`src/rtl/coef_bram_seq.sv`:
```
// Coefficient BRAM sequencer: sweeps WORDS words out of a single-port BRAM into a
// 2-deep output stream and arbitrates host writes. Optional macro: COEF_SEQ_WRITE_INTERLEAVE_EN.
module coef_bram_seq #(
  parameter int DWIDTH = 21,
  parameter int AWIDTH = 5,
  parameter int WORDS  = 24
) (
  input  logic                     clk,
  input  logic                     rst_n,
  input  logic                     start,
  output logic                     busy,
  output logic                     done,
  input  logic                     host_wr_req,
  input  logic [AWIDTH-1:0]        host_wr_addr,
  input  logic signed [DWIDTH-1:0] host_wr_data,
  output logic                     host_wr_ack,
  output logic                     bram_write,
  output logic [AWIDTH-1:0]        bram_addr,
  output logic signed [DWIDTH-1:0] bram_indata,
  input  logic signed [DWIDTH-1:0] bram_outdata,
  output logic                     out_valid,
  input  logic                     out_ready,
  output logic signed [DWIDTH-1:0] out_data,
  output logic [AWIDTH-1:0]        out_idx,
  output logic                     out_last
);

  typedef enum logic [1:0] {
    ST_IDLE  = 2'd0,
    ST_SWEEP = 2'd1,
    ST_DRAIN = 2'd2
  } state_t;

  localparam logic [AWIDTH-1:0] LAST_ADDR = AWIDTH'(WORDS - 1);

  state_t                     r_state;
  state_t                     w_state_nxt;
  logic                       r_start_pend;
  logic [AWIDTH-1:0]          r_addr;
  logic                       r_inflight;
  logic [AWIDTH-1:0]          r_inf_addr;
  logic                       r_inf_last;
  logic signed [DWIDTH-1:0]   r_fifo_data [0:1];
  logic [AWIDTH-1:0]          r_fifo_idx  [0:1];
  logic                       r_fifo_last [0:1];
  logic                       r_wp;
  logic                       r_rp;
  logic [1:0]                 r_count;

  logic                       w_host_gnt;
  logic                       w_go;
  logic                       w_rd_issue;
  logic                       w_done;
  logic                       w_pop;
  logic [2:0]                 w_occ;
  logic                       w_room;

  assign w_pop  = out_valid & out_ready;
  // A word leaving this cycle frees its slot, which keeps one word per cycle flowing.
  assign w_occ  = {1'b0, r_count} + {2'b00, r_inflight} - {2'b00, w_pop};
  assign w_room = (w_occ < 3'd2);

  // Next-state, port arbitration and sweep read issue.
  always_comb begin
    w_state_nxt = r_state;
    w_host_gnt  = 1'b0;
    w_go        = 1'b0;
    w_rd_issue  = 1'b0;
    w_done      = 1'b0;
    case (r_state)
      ST_IDLE: begin
        w_host_gnt = host_wr_req;
        if (r_start_pend && !host_wr_req) begin
          w_go        = 1'b1;
          w_state_nxt = ST_SWEEP;
        end else begin
          w_state_nxt = ST_IDLE;
        end
      end
      ST_SWEEP: begin
`ifdef COEF_SEQ_WRITE_INTERLEAVE_EN
        w_host_gnt = host_wr_req;
`else
        w_host_gnt = 1'b0;
`endif
        if (!w_host_gnt && w_room) begin
          w_rd_issue  = 1'b1;
          w_state_nxt = (r_addr == LAST_ADDR) ? ST_DRAIN : ST_SWEEP;
        end else begin
          w_state_nxt = ST_SWEEP;
        end
      end
      ST_DRAIN: begin
`ifdef COEF_SEQ_WRITE_INTERLEAVE_EN
        w_host_gnt = host_wr_req;
`else
        w_host_gnt = 1'b0;
`endif
        if ((r_count == 2'd0) && !r_inflight) begin
          w_done      = 1'b1;
          w_state_nxt = ST_IDLE;
        end else begin
          w_state_nxt = ST_DRAIN;
        end
      end
      default: begin
        w_state_nxt = ST_IDLE;
      end
    endcase
  end

  // Host-side outputs are forced low while reset is asserted, even with a request present.
  assign busy        = (r_state != ST_IDLE);
  assign done        = w_done;
  assign host_wr_ack = w_host_gnt & rst_n;
  assign bram_write  = w_host_gnt & rst_n;
  assign bram_addr   = !rst_n     ? {AWIDTH{1'b0}} :
                       w_host_gnt ? host_wr_addr   :
                       w_rd_issue ? r_addr         : {AWIDTH{1'b0}};
  assign bram_indata = (rst_n && w_host_gnt) ? host_wr_data : {DWIDTH{1'b0}};

  assign out_valid = (r_count != 2'd0);
  assign out_data  = r_fifo_data[r_rp];
  assign out_idx   = r_fifo_idx[r_rp];
  assign out_last  = r_fifo_last[r_rp];

  // FSM state, pending start and sweep address counter.
  always_ff @(posedge clk or negedge rst_n) begin
    if (!rst_n) begin
      r_state      <= ST_IDLE;
      r_start_pend <= 1'b0;
      r_addr       <= {AWIDTH{1'b0}};
    end else begin
      r_state      <= w_state_nxt;
      r_start_pend <= start | (r_start_pend & ~w_go);
      if (w_go) begin
        r_addr <= {AWIDTH{1'b0}};
      end else if (w_rd_issue) begin
        r_addr <= r_addr + AWIDTH'(1);
      end else begin
        r_addr <= r_addr;
      end
    end
  end

  // In-flight read tag: the BRAM returns data one cycle after the address.
  always_ff @(posedge clk or negedge rst_n) begin
    if (!rst_n) begin
      r_inflight <= 1'b0;
      r_inf_addr <= {AWIDTH{1'b0}};
      r_inf_last <= 1'b0;
    end else begin
      r_inflight <= w_rd_issue;
      if (w_rd_issue) begin
        r_inf_addr <= r_addr;
        r_inf_last <= (r_addr == LAST_ADDR);
      end else begin
        r_inf_addr <= r_inf_addr;
        r_inf_last <= r_inf_last;
      end
    end
  end

  // Two-entry output FIFO.
  always_ff @(posedge clk or negedge rst_n) begin
    if (!rst_n) begin
      for (int i = 0; i < 2; i++) begin
        r_fifo_data[i] <= {DWIDTH{1'b0}};
        r_fifo_idx[i]  <= {AWIDTH{1'b0}};
        r_fifo_last[i] <= 1'b0;
      end
      r_wp    <= 1'b0;
      r_rp    <= 1'b0;
      r_count <= 2'd0;
    end else begin
      if (r_inflight) begin
        r_fifo_data[r_wp] <= bram_outdata;
        r_fifo_idx[r_wp]  <= r_inf_addr;
        r_fifo_last[r_wp] <= r_inf_last;
        r_wp              <= ~r_wp;
      end else begin
        r_wp <= r_wp;
      end
      r_rp <= w_pop ? ~r_rp : r_rp;
      case ({r_inflight, w_pop})
        2'b10:   r_count <= r_count + 2'd1;
        2'b01:   r_count <= r_count - 2'd1;
        default: r_count <= r_count;
      endcase
    end
  end

endmodule

```
`config.mk`:
```
export PLATFORM = sky130hd
export DESIGN_NAME = coef_bram_seq
export DESIGN_NICKNAME = d
export VERILOG_FILES = /design/src/rtl/coef_bram_seq.sv
export SDC_FILE = /design/constraint.sdc
export NUM_CORES = 1
export LEC_CHECK = 0
export ABC_AREA = 1
export CELL_PAD_IN_SITES_DETAIL_PLACEMENT = 0
export CELL_PAD_IN_SITES_GLOBAL_PLACEMENT = 2
export CORE_UTILIZATION = 29
export CTS_BUF_LIST = sky130_fd_sc_hd__clkbuf_4 sky130_fd_sc_hd__clkbuf_8
export CTS_CLUSTER_SIZE = 8
export DETAILED_ROUTE_END_ITERATION = 8
export PLACE_DENSITY = 0.95
export REMOVE_ABC_BUFFERS = 1
export SYNTH_ARGS = -nofsm -noshare
export SYNTH_HDL_FRONTEND = slang
export SYNTH_SLANG_ARGS = --single-unit
export TNS_END_PERCENT = 30
```
`constraint.sdc`:
```
create_clock -name clk -period 4.85 [get_ports clk]
set_clock_uncertainty 0.1 [all_clocks]
set_input_delay 0.7275 -clock clk [delete_from_list [all_inputs] [get_ports clk]]
set_output_delay 0.7275 -clock clk [all_outputs]
set_load 0.01 [all_outputs]
```
==> results_tabular.tex <==
\begin{tabular}{lr}
\hline
Metric & Value \\
\hline
\multicolumn{2}{l}{\textbf{Floorplanning}} \\
Area enclosed by the die boundary & 13000 um\^{}2 \\
Number of ports placed on the die boundary & 110 \\
Starting density of the core & 0.301 \\
Placement row count & 40 \\
Core Area & 12100 um\^{}2 \\
Die height & $\sim$110 um \\
Floorplan die width & roughly 110 um \\
\multicolumn{2}{l}{\textbf{Placement}} \\
Instance area at placement & 4810 um\^{}2 \\
Number of I/O port buffers & approximately 110 \\
GPL Wtd Cong & 0.730 \\
Detailed-placement wirelength estimate & 5.80 mm \\
\multicolumn{2}{l}{\textbf{Synth}} \\
Predominant post-synthesis flop cell & dfrtp\_1 \\
Part of the Yosys area used for sequential elements & 0.501 \\
Yosys Warn Count & 0 \\
Proportion of register bits with asynchronous set or reset after synthesis & 1.00 \\
Number of instances in the synthesized netlist & 461 \\
Synthesized area divided by synthesized cell count & between 7 and 8 um\^{}2 \\
Synthesized flop and latch total & 73 \\
Number of distinct library cells after synthesis & 23 \\
Number of enable flip-flop cells after synthesis & 0 \\
Netlist area before placement & roughly 3600 um\^{}2 \\
\multicolumn{2}{l}{\textbf{Timing}} \\
Finish-stage setup viols & 0 \\
Max-Slew Margin vs Limit & 0.390 \\
Time the final worst path needs with I/O delays and setup & roughly 4200 ps \\
Measured slew at the worst slew-check pin & a little over 900 ps \\
Final hold viol count & 0 \\
Fin. max-slew vios & 0 \\
Setup repair after global routing missed its margin & false \\
Max Clock Freq & 240 MHz \\
Setup TNS & 0 ps \\
Fin crit share & 0.859 \\
\multicolumn{2}{l}{\textbf{Final layout}} \\
Post-route core utilization & 0.415 \\
Synth-to-Final Area Change & 37.9\% \\
Share of final-layout standard cells stronger than drive strength 1 & 0.0956 \\
Final cell area excluding filler cells & 5030 um\^{}2 \\
Final \#Nets & 615 \\
Antenna Diode Count & 0 \\
\multicolumn{2}{l}{\textbf{Worst setup path}} \\
Critical path class & in -> out \\
Crit. End Element & primary output \\
Startpoint types & input port \\
Data arrival at the endpoint of the critical path & 3340 ps \\
Startpoint of the worst-slack reg-to-reg timing path & r\_count[0] \\
Crit path required time & 4020 ps \\
Highest fanout seen on the critical path & 16 \\
R2R Setup Slk & around 2600 ps \\
Capture point of the worst path & bram\_addr[1] \\
Depth of the worst register-to-register path & 11 \\
Startpoint of the most critical setup path & out\_ready \\
Reg2Reg Capture Point & r\_addr[4] \\
\multicolumn{2}{l}{\textbf{Drt}} \\
Mean number of vias per cell & between 4 and 5 \\
Vias & 3209 \\
Length of the first detailed-routing pass in iterations & 4 \\
DRT Wirelength & 8.69 mm \\
Antenna-violating nets left & 0 \\
DRC violations left & 0 \\
Mean routed wirelength per cell & 11.9 um \\
Number of DRC violations after detailed-routing iteration 0 & about 210 \\
\multicolumn{2}{l}{\textbf{Power}} \\
Worst ir drop on vdd & 0.213 mV \\
Leakage power figure & about 0.0025 uW \\
Pwr per Cell Area & 609 nW/um\^{}2 \\
\multicolumn{2}{l}{\textbf{Status}} \\
Outcome & complete, no violations \\
\multicolumn{2}{l}{\textbf{CTS}} \\
Level count of the clock H-tree & 3 \\
Number of clock buffers inserted by TritonCTS & 9 \\
Post-CTS setup buffer count & 0 \\
Quantity of hold-fixing buffers added after cts & 0 \\
Clock tree root driver cell & clkbuf\_8 \\
Clock latency at the later pin of the worst-skew pair & about 340 ps \\
Number of sinks on the clock net & 73 \\
Number of gates resized after CTS & 0 \\
Longest Clk Path Bufs & 2 \\
TritonCTS clock tree & yes \\
Reg clk slew, reported paths & 80 ps \\
\multicolumn{2}{l}{\textbf{Global route}} \\
Antenna violations before repair & 0 \\
Via count of the first global-routing pass & 3185 \\
Residual overflow from global routing & 0 \\
Wire length of the first global-routing pass & $\sim$15 mm \\
Combined global-route utilization of all metal layers & 0.144 \\
Pin count of the biggest net entering global routing & 74 \\
\multicolumn{2}{l}{\textbf{Run}} \\
Count of maximum capacitance violations & 0 \\
\multicolumn{2}{l}{\textbf{Hold path}} \\
HP Start & r\_fifo\_data[25] \\
Type of the most critical hold path & reg -> reg \\
\hline
\end{tabular}
==> synthesized netlist by cell type, types with 2 or more instances <==
cell type,instances,area share
xor2_1,4,0.0096
buf_6,7,0.022
nor3_1,2,0.0027
inv_1,61,0.063
dfrtp_1,73,0.50
buf_2,11,0.015
o21ai_2,27,0.065
nand3_1,22,0.030
nand4_1,4,0.0069
buf_4,2,0.0041
clkbuf_1,3,0.0031
o21ai_0,35,0.048
inv_2,3,0.0031
nand2_1,174,0.18
nor2_1,25,0.026
==> final cells by class <==
class	instances	area, um^2
sequential	73	1830
timing repair buffer	113	1120
tap	168	210
fill	1239	7090
multi-input combinational	300	1410
clock buffer	10	138
clock inverter	5	80.1
inverter	64	240
==> logic make-up after synthesis <==
family	share of synthesized area
simple gates	0.254
xor+xnor	0.00961
flops	0.501
compound gates	0.115
buf+inv	0.111
fa+ha+maj	0.00893
==> where the power goes <==
part	leakage (uW)	internal [uW]	switching [uW]
clock network	0.000104	300	223
registers	0.000914	882	168
logic	0.00148	654	837
==> metrics by stage <==
stage	power [uW]	hold slack [ps]	setup WS, ps	instances
after floorplan	1900	332	1940	437
after global placement	2530	364	782	718
after detailed placement	2580	368	662	718
after CTS	3110	386	653	733
after global routing	3340	398	467	733
final	3060	381	685	733
==> worst min-delay path by stage <==
| stage | cells after the start | slack, ps | end |
|---|---|---|---|
| final | 2 | 380 | r_fifo_data[25] |
| after global routing | 2 | 400 | r_fifo_data[25] |
| after CTS | 2 | 390 | r_fifo_data[27] |
| after detailed placement | 2 | 370 | r_fifo_data[25] |
| after global placement | 2 | 360 | r_fifo_data[28] |
| after floorplan | 0 | 330 | r_addr[0] |
==> sequential cells by signal (all words and copies together) (netlist names) <==
register,count
r_fifo_data,42
r_inf_last,1
r_fifo_last,2
r_state,2
r_rp,1
r_count,2
r_start_pend,1
r_addr,5
r_wp,1
r_inflight,1
r_fifo_idx,10
r_inf_addr,5
==> cells in the final DEF (no fill, tap or decap), drive strengths merged <==
cell type        n
nor3             2
a21o             1
o21ai           62
nand3           23
dfrtp           73
ha               1
bufinv           2
buf              5
nand4            4
or2              1
clkdlybuf4s50  108
clkinv           1
inv             64
clkbuf          10
nor2            26
xor2             4
nand2          175
fa               1
clkinvlp         2
==> metal layers <==
layer  wire length (um)  track usage
met5                  0            0
met4                 82       0.0554
met3                609       0.0381
met2               4020        0.241
met1               3990        0.179
==> critical path, stage by stage <==
cell             delay, ps
clkdlybuf4s50_1        520
nand3_1                120
o21ai_0                150
nand2_1                120
fa_1                   540
nand3_2                120
nor2_4                 290
nand3_1                120
nand2_1                 90
clkdlybuf4s50_1        540
Power figures use the tool's default switching activity.
